$ cat src/rtl/pc_fetch_sequencer.sv
// Program-counter fetch/branch sequencer: runs T0-T2 fetch, dispatches control-flow
// opcodes, evaluates branch conditions and hands other opcodes to the execute controller.
module pc_fetch_sequencer #(
  parameter int unsigned OPW  = 5,
  parameter int unsigned CNTW = 16
) (
  input  logic            clock,
  input  logic            clear,
  input  logic            run,
  input  logic            mem_ready,
  input  logic [31:0]     ir,
  input  logic [31:0]     bus_in,
  input  logic            exec_done,
  output logic            pc_out,
  output logic            mar_in,
  output logic            inc_pc,
  output logic            mem_read,
  output logic            mdr_in,
  output logic            mdr_out,
  output logic            ir_in,
  output logic            ra_out,
  output logic            link_in,
  output logic            pc_load,
  output logic            con,
  output logic [31:0]     c_sext,
  output logic            exec_start,
  output logic            halted,
  output logic [CNTW-1:0] instr_count
);

  typedef enum logic [3:0] {
    S_IDLE, S_T0, S_T1, S_T2, S_DECODE, S_BR_EVAL, S_BR_TAKE,
    S_LINK, S_JUMP, S_EXEC, S_RETIRE, S_HALT
  } state_t;

  localparam logic [OPW-1:0] OP_BR   = OPW'(5'h12);
  localparam logic [OPW-1:0] OP_JR   = OPW'(5'h13);
  localparam logic [OPW-1:0] OP_JAL  = OPW'(5'h14);
  localparam logic [OPW-1:0] OP_NOP  = OPW'(5'h1A);
  localparam logic [OPW-1:0] OP_HALT = OPW'(5'h1B);

  state_t          r_state;
  state_t          w_nxt;
  logic            r_take;
  logic [CNTW-1:0] r_count;
  logic            r_pc_out, r_mar_in, r_inc_pc, r_mem_read, r_mdr_in, r_mdr_out;
  logic            r_ir_in, r_ra_out, r_link_in, r_pc_load, r_con, r_exec_start, r_halted;
  logic [OPW-1:0]  w_opcode;
  logic            w_zero;
  logic            w_cond;
  logic            w_unused;

  assign w_opcode = ir[31 -: OPW];
  assign w_zero   = (bus_in == 32'd0);
  assign w_unused = ^ir[26:21];
  assign c_sext   = {{13{ir[18]}}, ir[18:0]};

  // Branch condition C2 evaluated against the register value on the bus
  always_comb begin
    w_cond = 1'b0;
    case (ir[20:19])
      2'b00:   w_cond = w_zero;
      2'b01:   w_cond = !w_zero;
      2'b10:   w_cond = !bus_in[31] && !w_zero;
      default: w_cond = bus_in[31];
    endcase
  end

  always_comb begin
    w_nxt = r_state;
    case (r_state)
      S_IDLE:    if (run) w_nxt = S_T0;
      S_T0:      w_nxt = S_T1;
      S_T1:      if (mem_ready) w_nxt = S_T2;
      S_T2:      w_nxt = S_DECODE;
      S_DECODE: begin
        case (w_opcode)
          OP_BR:   w_nxt = S_BR_EVAL;
          OP_JR:   w_nxt = S_JUMP;
          OP_JAL:  w_nxt = S_LINK;
          OP_NOP:  w_nxt = S_RETIRE;
          OP_HALT: w_nxt = S_HALT;
          default: w_nxt = S_EXEC;
        endcase
      end
      S_BR_EVAL: w_nxt = w_cond ? S_BR_TAKE : S_RETIRE;
      S_BR_TAKE: w_nxt = S_RETIRE;
      S_LINK:    w_nxt = S_JUMP;
      S_JUMP:    w_nxt = S_RETIRE;
      S_EXEC:    if (exec_done) w_nxt = S_RETIRE;
      S_RETIRE:  w_nxt = run ? S_T0 : S_IDLE;
      S_HALT:    w_nxt = S_HALT;
      default:   w_nxt = S_IDLE;
    endcase
  end

  // Strobes are registered from the next state so they are pure Moore outputs of r_state
  always_ff @(posedge clock or posedge clear) begin
    if (clear) begin
      r_state      <= S_IDLE;
      r_take       <= 1'b0;
      r_count      <= '0;
      r_pc_out     <= 1'b0;
      r_mar_in     <= 1'b0;
      r_inc_pc     <= 1'b0;
      r_mem_read   <= 1'b0;
      r_mdr_in     <= 1'b0;
      r_mdr_out    <= 1'b0;
      r_ir_in      <= 1'b0;
      r_ra_out     <= 1'b0;
      r_link_in    <= 1'b0;
      r_pc_load    <= 1'b0;
      r_con        <= 1'b0;
      r_exec_start <= 1'b0;
      r_halted     <= 1'b0;
    end else begin
      r_state      <= w_nxt;
      r_pc_out     <= (w_nxt == S_T0) || (w_nxt == S_LINK);
      r_mar_in     <= (w_nxt == S_T0);
      r_inc_pc     <= (w_nxt == S_T0);
      r_mem_read   <= (w_nxt == S_T1);
      r_mdr_in     <= (w_nxt == S_T1);
      r_mdr_out    <= (w_nxt == S_T2);
      r_ir_in      <= (w_nxt == S_T2);
      r_ra_out     <= (w_nxt == S_BR_EVAL) || (w_nxt == S_JUMP);
      r_link_in    <= (w_nxt == S_LINK);
      r_pc_load    <= (w_nxt == S_JUMP);
      r_con        <= (w_nxt == S_BR_TAKE);
      r_exec_start <= (w_nxt == S_EXEC) && (r_state != S_EXEC);
      r_halted     <= (w_nxt == S_HALT);
      if (r_state == S_BR_EVAL) r_take <= w_cond;
      if (r_state == S_RETIRE) r_count <= r_count + CNTW'(1);
    end
  end

  assign pc_out      = r_pc_out;
  assign mar_in      = r_mar_in;
  assign inc_pc      = r_inc_pc;
  assign mem_read    = r_mem_read;
  assign mdr_in      = r_mdr_in;
  assign mdr_out     = r_mdr_out;
  assign ir_in       = r_ir_in;
  assign ra_out      = r_ra_out;
  assign link_in     = r_link_in;
  assign pc_load     = r_pc_load;
  assign con         = r_con;
  assign exec_start  = r_exec_start;
  assign halted      = r_halted;
  assign instr_count = r_count;

  // The PC must never see more than one of its update controls at once
  a_pc_ctrl_excl: assert property (@(posedge clock) disable iff (clear)
    $onehot0({r_pc_load, r_con, r_inc_pc}));
  a_take_latched: assert property (@(posedge clock) disable iff (clear)
    (r_state == S_BR_TAKE) |-> r_take);

endmodule

$ cat config.mk
export PLATFORM = sky130hd
export DESIGN_NAME = pc_fetch_sequencer
export DESIGN_NICKNAME = d
export VERILOG_FILES = /design/src/rtl/pc_fetch_sequencer.sv
export SDC_FILE = /design/constraint.sdc
export NUM_CORES = 1
export LEC_CHECK = 0
export CAP_MARGIN = 0
export CORE_ASPECT_RATIO = 0.75
export CORE_MARGIN = 2
export CORE_UTILIZATION = 25
export DETAILED_ROUTE_END_ITERATION = 12
export PLACE_DENSITY = 0.58
export RECOVER_POWER = 50
export SLEW_MARGIN = 30
export SYNTH_ARGS = -nofsm -noshare
export SYNTH_HDL_FRONTEND = slang
export SYNTH_SLANG_ARGS = --single-unit
$ cat constraint.sdc
create_clock -name clock -period 2.3 [get_ports clock]
set_clock_uncertainty 0.05 [all_clocks]
set_input_delay 0.23 -clock clock [delete_from_list [all_inputs] [get_ports clock]]
set_output_delay 0.23 -clock clock [all_outputs]
set_load 0.01 [all_outputs]
# After elaboration in Yosys (flattened, before gate mapping)

Cells that the tools add are included.

Logic and storage cells: 59
Output and inout port bits: 61
Flip-flop bits (word level): 30
Input port bits: 69

Equality and inequality tests: 28
Reduce and logical (&&, ||, !) cells: 10
Add/subtract/negate cells: 1
Multiplexer cells: 8

Operators with widths:

| kind                                          | count |
|---|---|
| case mux 4 bit (11 select lines)              | 1 |
| logical NOT 32 bit                            | 1 |
| == test 4 x 3 -> 1 bit, second input constant | 7 |
| == test 4 bit, second input constant          | 7 |
| == test 5 bit, second input constant          | 5 |
| case mux 4 bit (5 select lines)               | 1 |
| adder 16 x 1 -> 16 bit, second input constant | 1 |
| == test 4 x 2 -> 1 bit, second input constant | 4 |
| two-way mux 4 bit                             | 4 |
| == test 4 x 1 -> 1 bit, second input constant | 2 |
| logical NOT 4 bit                             | 1 |
| inequality test 4 bit, second input constant  | 1 |
| case mux 1 bit (3 select lines)               | 1 |
| == test 2 x 1 -> 1 bit, second input constant | 1 |
| == test 2 bit, second input constant          | 1 |
| logical AND 1 bit                             | 2 |
| logical NOT 1 bit                             | 2 |
| logical NOT 2 bit                             | 1 |
| logical OR 1 bit                              | 2 |
| OR reduction 2 bit                            | 1 |
| two-way mux 1 bit                             | 1 |

# Longest topological paths before layout

Gate-level depths: netlist (run 1).

Depth in word-level cells: 8
Depth in mapped cells: 7
Gate-level depth less buffers: 6

# Worst setup path after synthesis (run 1)

Ideal clock, no wire load.

Path type: register to register
Start: register r_state[0]
End: register r_count[15] (netlist: instr_count[15])
Clock period less this slack: 1828 ps
Slack: 472 ps
Stages on the path, launching flop included: 8
Required time: 2126 ps
Library setup time: 124 ps
Arrival time: 1653 ps
Path buffers: 1
Cell sequence: dfrtp_1 > buf_2 > and4bb_1 > and4_1 > nand3_1 > nor2_1 > nand4_1 > xnor2_1

Longest elaborated chain between the ends: 1

RTL lines:

| item                   | line | source |
|---|---|---|
| from (decl)            | 42   | `state_t r_state;` |
| from (signal assigned) | 117  | `r_state <= w_nxt;` |
| == test 4 bit          | 132  | `if (r_state == S_RETIRE) r_count <= r_count + CNTW'(1);` |
| to (signal assigned)   | 132  |  |
| to (decl)              | 45   | `logic [CNTW-1:0] r_count;` |

No other way between the ends.
A chain may end at the register's enable or synchronous reset.

# Worst setup path after layout (run 1)

Start: register r_state[1]
End: register r_count[15] (netlist: instr_count[15])

The elaborated chain is that of the path after synthesis.

==> results of run 1 <==
[cells in the mapped netlist (2+ instances only)]
| library cell | count | area [µm²] |
|---|---|---|
| and4_1 | 4 | 35.0 |
| buf_4 | 35 | 263 |
| nor4_1 | 9 | 56.3 |
| nand2_1 | 7 | 26.3 |
| nand3b_1 | 2 | 15.0 |
| nor2_1 | 10 | 37.5 |
| dfrtp_1 | 30 | 751 |
| a21oi_1 | 2 | 10.0 |
| nand4_1 | 3 | 18.8 |
| nand2b_1 | 4 | 25.0 |
| buf_2 | 4 | 20.0 |
| nor2b_1 | 3 | 18.8 |
| xor2_1 | 10 | 87.6 |
| o21ai_0 | 4 | 20.0 |
| inv_1 | 7 | 26.3 |
| nand3_1 | 9 | 45.0 |
| nor3_1 | 2 | 10.0 |
| and3_1 | 3 | 18.8 |
| a31oi_1 | 4 | 25.0 |
| xnor2_1 | 9 | 78.8 |
[per-stage QoR]
step	setup slack, ns	util	total power [mW]	cells	hold WS [ns]
after floorplan	0.472	-	1.26	181	0.271
after global placement	0.115	0.346	1.64	305	0.410
after detailed placement	0.148	0.346	1.65	305	0.410
after CTS	0.348	0.360	2.10	313	0.299
after global routing	0.149	0.360	2.23	313	0.410
final	0.370	0.360	2.07	313	0.410
[cell usage in the layout (no fill, tap or decap), types with 2 or more instances in the layout]
cell | synthesis | routed
a21oi_1 | 2 | 2
a31oi_1 | 4 | 4
and3_1 | 3 | 3
and4_1 | 4 | 4
buf_4 | 35 | 7
clkbuf_8 | 0 | 6
clkdlybuf4s50_1 | 0 | 72
dfrtp_1 | 30 | 30
inv_1 | 7 | 7
nand2_1 | 7 | 7
nand2b_1 | 4 | 4
nand3_1 | 9 | 9
nand3b_1 | 2 | 2
nand4_1 | 3 | 3
nor2_1 | 10 | 10
nor2b_1 | 3 | 3
nor3_1 | 2 | 2
nor4_1 | 9 | 9
o21ai_0 | 4 | 4
xnor2_1 | 9 | 9
xor2_1 | 10 | 10
[layout make-up]
type                    count  area, µm²
clock buffers               6       82.6
clock inverters             2       12.5
fillers                   684       4350
inverters                   7       26.3
multi-input cells         104        692
flip-flops and latches     30        751
well taps                  84        105
repair buffers             80        777
[final timing paths]
kind                              endpoint  slack, ns  depth (start not counted)
min reg2reg                instr_count[15]       0.42                          1
min                             c_sext[11]       0.41                          0
min in group asynchronous          pc_load       0.75                          3
max reg2reg                instr_count[15]       0.37                          6
max in group asynchronous  instr_count[11]       0.56                          3
max                        instr_count[15]       0.37                          6
[worst reg2reg max path, delay by kind of cell, from the launching register on]
family | cells | cell delay [ns]
AND/OR/NAND/NOR | 5 | 1.12
flip-flops | 1 | 0.51
XOR/XNOR | 1 | 0.15
[logic make-up (layout without fill, tap and decap cells)]
group                      Yosys count  count (layout)
and+or+nand+nor                     63              63
buffers and inverters               47              95
DFF                                 30              30
AOI/OAI and AO/OA                   20              20
xor gates and xnor gates            19              19
adders and majority gates            1               1
muxes                                1               1
[layer usage]
| metal | wire [µm] | global-route usage | part of all wire |
|---|---|---|---|
| met1 | 1880 | 0.144 | 0.48 |
| met2 | 1680 | 0.156 | 0.43 |
| met3 | 298 | 0.0376 | 0.076 |
| met4 | 76 | 0.0411 | 0.019 |
| met5 | 0 | 0 | 0 |
[power by group]
part / leakage [nW] / internal [mW] / switching, mW
Sequential: 0.405 / 0.647 / 0.0990
Combinational: 0.591 / 0.482 / 0.407
Clock: 0.0472 / 0.240 / 0.193
Total: 1.04 / 1.37 / 0.699
==> flow_summary.json, run 1 <==
{
  "synth_seq_area_share": 0.428,
  "synth-xor-area-share": 0.0948,
  "ys.flop_type": "dfrtp_1",
  "largest_reg_flops": 16,
  "n_antenna_cell": 0,
  "cts_resized": 0,
  "synth.distinct_cells": 40,
  "cts.sinks": 30,
  "place_area_um2": 2350,
  "antenna_found_initial": 0,
  "final_max_slew_viol_count": 31,
  "overflow": 0,
  "grt_usage": 0.107,
  "arrival_ns": 2.04,
  "die-area_um2": 7720,
  "critPathCaptureType": "flop",
  "yosys.area_share.simple": 0.207,
  "fin_crit_sh": 0.839,
  "port_buffers": 72,
  "die_h_um": 76.6,
  "drc": 0,
  "design_area_um2": 2450,
  "ir_drop_uv": 323,
  "cts-root-buf": "clkbuf_8",
  "core_area_um2": 6800,
  "synth_top_family_by_area": "simple AND/OR/NAND/NOR gates",
  "synth-edff-count": 0,
  "firstDrtPassIters": 6,
  "cts_tree": "done",
  "worstSetupPathType": "reg -> reg",
  "drive_gt1_frac": 0.0742,
  "critPathLaunch": "r_state[1]",
  "start_util": 0.258,
  "synth_nets": 251,
  "yosysWarnings": 0,
  "power_density_nw_per_um2": 845,
  "worstPathCellList": "and4bb_1, and4_1, nand3_1, nor2_1, nand4_1, xnor2_1",
  "cts_inserted_buffers": 5,
  "syn_area_um2": 1760,
  "path_buf_inv": 0,
  "die_w_um": 101,
  "drt_wl_total_um": 3940,
  "clk_path_buf_depth": 2,
  "fin_setup_tns_ns": 0,
  "cts_hold_buf": 0,
  "ant_nets": 0,
  "max_stage_delay_ns": 0.51,
  "clk_latency_ns": 0.28,
  "max_clock_freq_mhz": 518,
  "crit_slowest_cell": "dfrtp_1",
  "vias_per_cell": 4.42,
  "synth_cells": 181,
  "rows": 26,
  "clk_pin_slew_ns": 0.06,
  "min-delay-start": "ir[11]",
  "ys_seq_elements": 30,
  "cp_top_family": "simple AND/OR/NAND/NOR gates",
  "crit_required_ns": 2.41,
  "relSlewSlack": -0.0266,
  "synth-adder-area-share": 0.00713,
  "grt_pass1_vias": 1392,
  "violations": "max-capacitance violations, max-slew violations",
  "final_nets": 298,
  "first_iter_violations": 70,
  "hp-class": "in -> out",
  "synth_compound_area_frac": 0.0784,
  "rsz0062_at_grt": "false",
  "critPathLaunchType": "flop",
  "power.leakage_nw": 1.04,
  "ios": 130,
  "max_cap_viol_count": 1,
  "synth_area_per_cell_um2": 9.70,
  "gp_congestion": 0.728,
  "post-cts-setup-buffers": 0,
  "synthToLayoutAreaGrowth_pct": 39.3,
  "dp_hpwl_um": 3170,
  "vias": 1384,
  "grt_pass1_wl_um": 6600,
  "worst_pin_slew_ns": 1.54,
  "synthMuxAreaShare": 0.00641,
  "finalSetupViolations": 0,
  "wl_per_cell_um": 12.6,
  "grt_max_degree": 31,
  "hold_viol": 0,
  "synthArstFlopShare": 1.00,
  "htreeDepth": 2,
  "rr_startpoint": "r_state[1]",
  "period_minus_slack_ns": 1.93,
  "status": "complete, but fails checks",
  "critPathMaxFanout": 10
}
No activity file was read; power rests on OpenSTA's default activity.
==> run 2, diff against run 1 <==
PLACE_DENSITY = 0.6   (was 0.58)
clock period = 1.65 ns   (was 2.3 ns; I/O delays follow)
==> flow_summary.json, run 2 (same netlist as run 1, synthesis figures left out) <==
{
  "status": "complete, but fails checks",
  "violations": "negative setup slack",
  "die_w_um": 101,
  "finalSetupViolations": 11,
  "vias": 1529,
  "wl_per_cell_um": 13.8,
  "clk_latency_ns": 0.28,
  "critPathLaunchType": "flop",
  "die_h_um": 76.6,
  "rsz0062_at_grt": "true",
  "first_iter_violations": 52,
  "htreeDepth": 2,
  "max_clock_freq_mhz": 570,
  "crit_required_ns": 1.80,
  "power.leakage_nw": 1.34,
  "worstSetupPathType": "reg -> reg",
  "hp-class": "in -> out",
  "layout_common_cells": "clkdlybuf4s50_1 (43), buf_4 (35), dfrtp_1 (27)",
  "arrival_ns": 1.90,
  "cts_inserted_buffers": 5,
  "die-area_um2": 7720,
  "drc": 0,
  "critPathMaxFanout": 5,
  "core_area_um2": 6800,
  "clk_path_buf_depth": 2,
  "max_cap_viol_count": 0,
  "period_minus_slack_ns": 1.75,
  "fin_crit_sh": 1.06,
  "cts-root-buf": "clkbuf_8",
  "grt_pass1_vias": 1613,
  "largest_reg_flops": 16,
  "port_buffers": 72,
  "hold_viol": 0,
  "relSlewSlack": 0.495,
  "synthToLayoutAreaGrowth_pct": 64.8,
  "grt_pass1_wl_um": 7620,
  "overflow": 0,
  "ios": 130,
  "place_ws_ns": -0.545,
  "dp_hpwl_um": 3540,
  "ir_drop_uv": 534,
  "rows": 26,
  "drive_gt1_frac": 0.331,
  "worst_slack_ns": -0.103,
  "worst_pin_slew_ns": 0.757,
  "critPathCaptureType": "flop",
  "clk_pin_slew_ns": 0.06,
  "power_density_nw_per_um2": 1170,
  "p_total_mw": 3.38,
  "final_common_cell": "clkdlybuf4s50_1",
  "vias_per_cell": 4.44,
  "drt_wl_total_um": 4760,
  "gp_congestion": 0.771,
  "fill_cells": 673,
  "grt_max_degree": 31,
  "cts_tree": "done",
  "final_max_slew_viol_count": 0,
  "start_util": 0.258,
  "grt_usage": 0.125,
  "cts.sinks": 30,
  "final_nets": 329,
  "n_antenna_cell": 0,
  "ant_nets": 0,
  "antenna_found_initial": 0,
  "firstDrtPassIters": 4
}
[run 2: cell types whose count changed in the layout (fill, tap and decap cells not counted), sizes merged]
cell	previous run	this run
buf	7	38
clkbuf	7	8
clkdlybuf4s50	72	43
clkinvlp	1	0
dlygate4sd2	0	19
dlygate4sd3	0	1
dlymetal6s2s	0	9
[run 2: stage by stage]
step                TNS, ns   util  hold slack, ns  std cells  area, µm²
global route          -1.59  0.425           0.280        344       2890
finish               -0.567  0.425           0.280        344       2890
detailed placement    -4.96  0.373           0.280        328       2540
CTS                  -0.550  0.403           0.213        342       2740
floorplan            -0.276      -           0.206        181       1770
global placement      -4.31  0.373           0.280        328       2540
[run 2: worst paths after layout]
path / from / end / slack [ns] / depth (start not counted)
max reg2reg: r_state[1] / ra_out / -0.10 / 6
max: r_state[1] / ra_out / -0.10 / 6
min in group asynchronous: clear / instr_count[5] / 0.48 / 3
max in group asynchronous: clear / r_state[1] / 0.54 / 3
min reg2reg: instr_count[12] / instr_count[12] / 0.44 / 1
min: ir[13] / c_sext[13] / 0.28 / 0
[run 2: timing repair]
item,CTS,global route
cloned,0,0
pin swaps,31,22
setup endpoints to repair,17,17
hold buffers,0,0
setup buffers,7,2
gates resized for setup,47,33
[run 2: layout make-up]
| class | count | area, µm² | area share |
|---|---|---|---|
| Clock buffer | 7 | 86.3 | 0.0298 |
| Multi-Input combinational cell | 104 | 895 | 0.309 |
| Tap cell | 84 | 105 | 0.0363 |
| Timing Repair Buffer | 111 | 1020 | 0.353 |
| Inverter | 7 | 26.3 | 0.00908 |
| Sequential cell | 30 | 754 | 0.261 |
| Clock inverter | 1 | 5.00 | 0.00173 |
[run 2: critical path, stage by stage (launching register included)]
cell and delay [ns]:
dfrtp_2 0.44, nor2b_2 0.18, nand3b_1 0.12, a31oi_1 0.11, a311o_1 0.38, nand2b_1 0.19, a31oi_2 0.20
[run 2: where the power goes]
part / total [mW] / switching, mW / internal [mW]
combinational: 1.69 / 0.725 / 0.962
clock: 0.612 / 0.276 / 0.336
sequential: 1.08 / 0.172 / 0.909
total: 3.38 / 1.17 / 2.21
[run 2: per-layer routing]
metal  track usage  part of all wire  up-vias
met1         0.156              0.45      718
met2         0.192              0.46       34
met4        0.0575             0.027        0
met5             0                 0        -
li1              -                 -      752
met3        0.0440             0.062       25
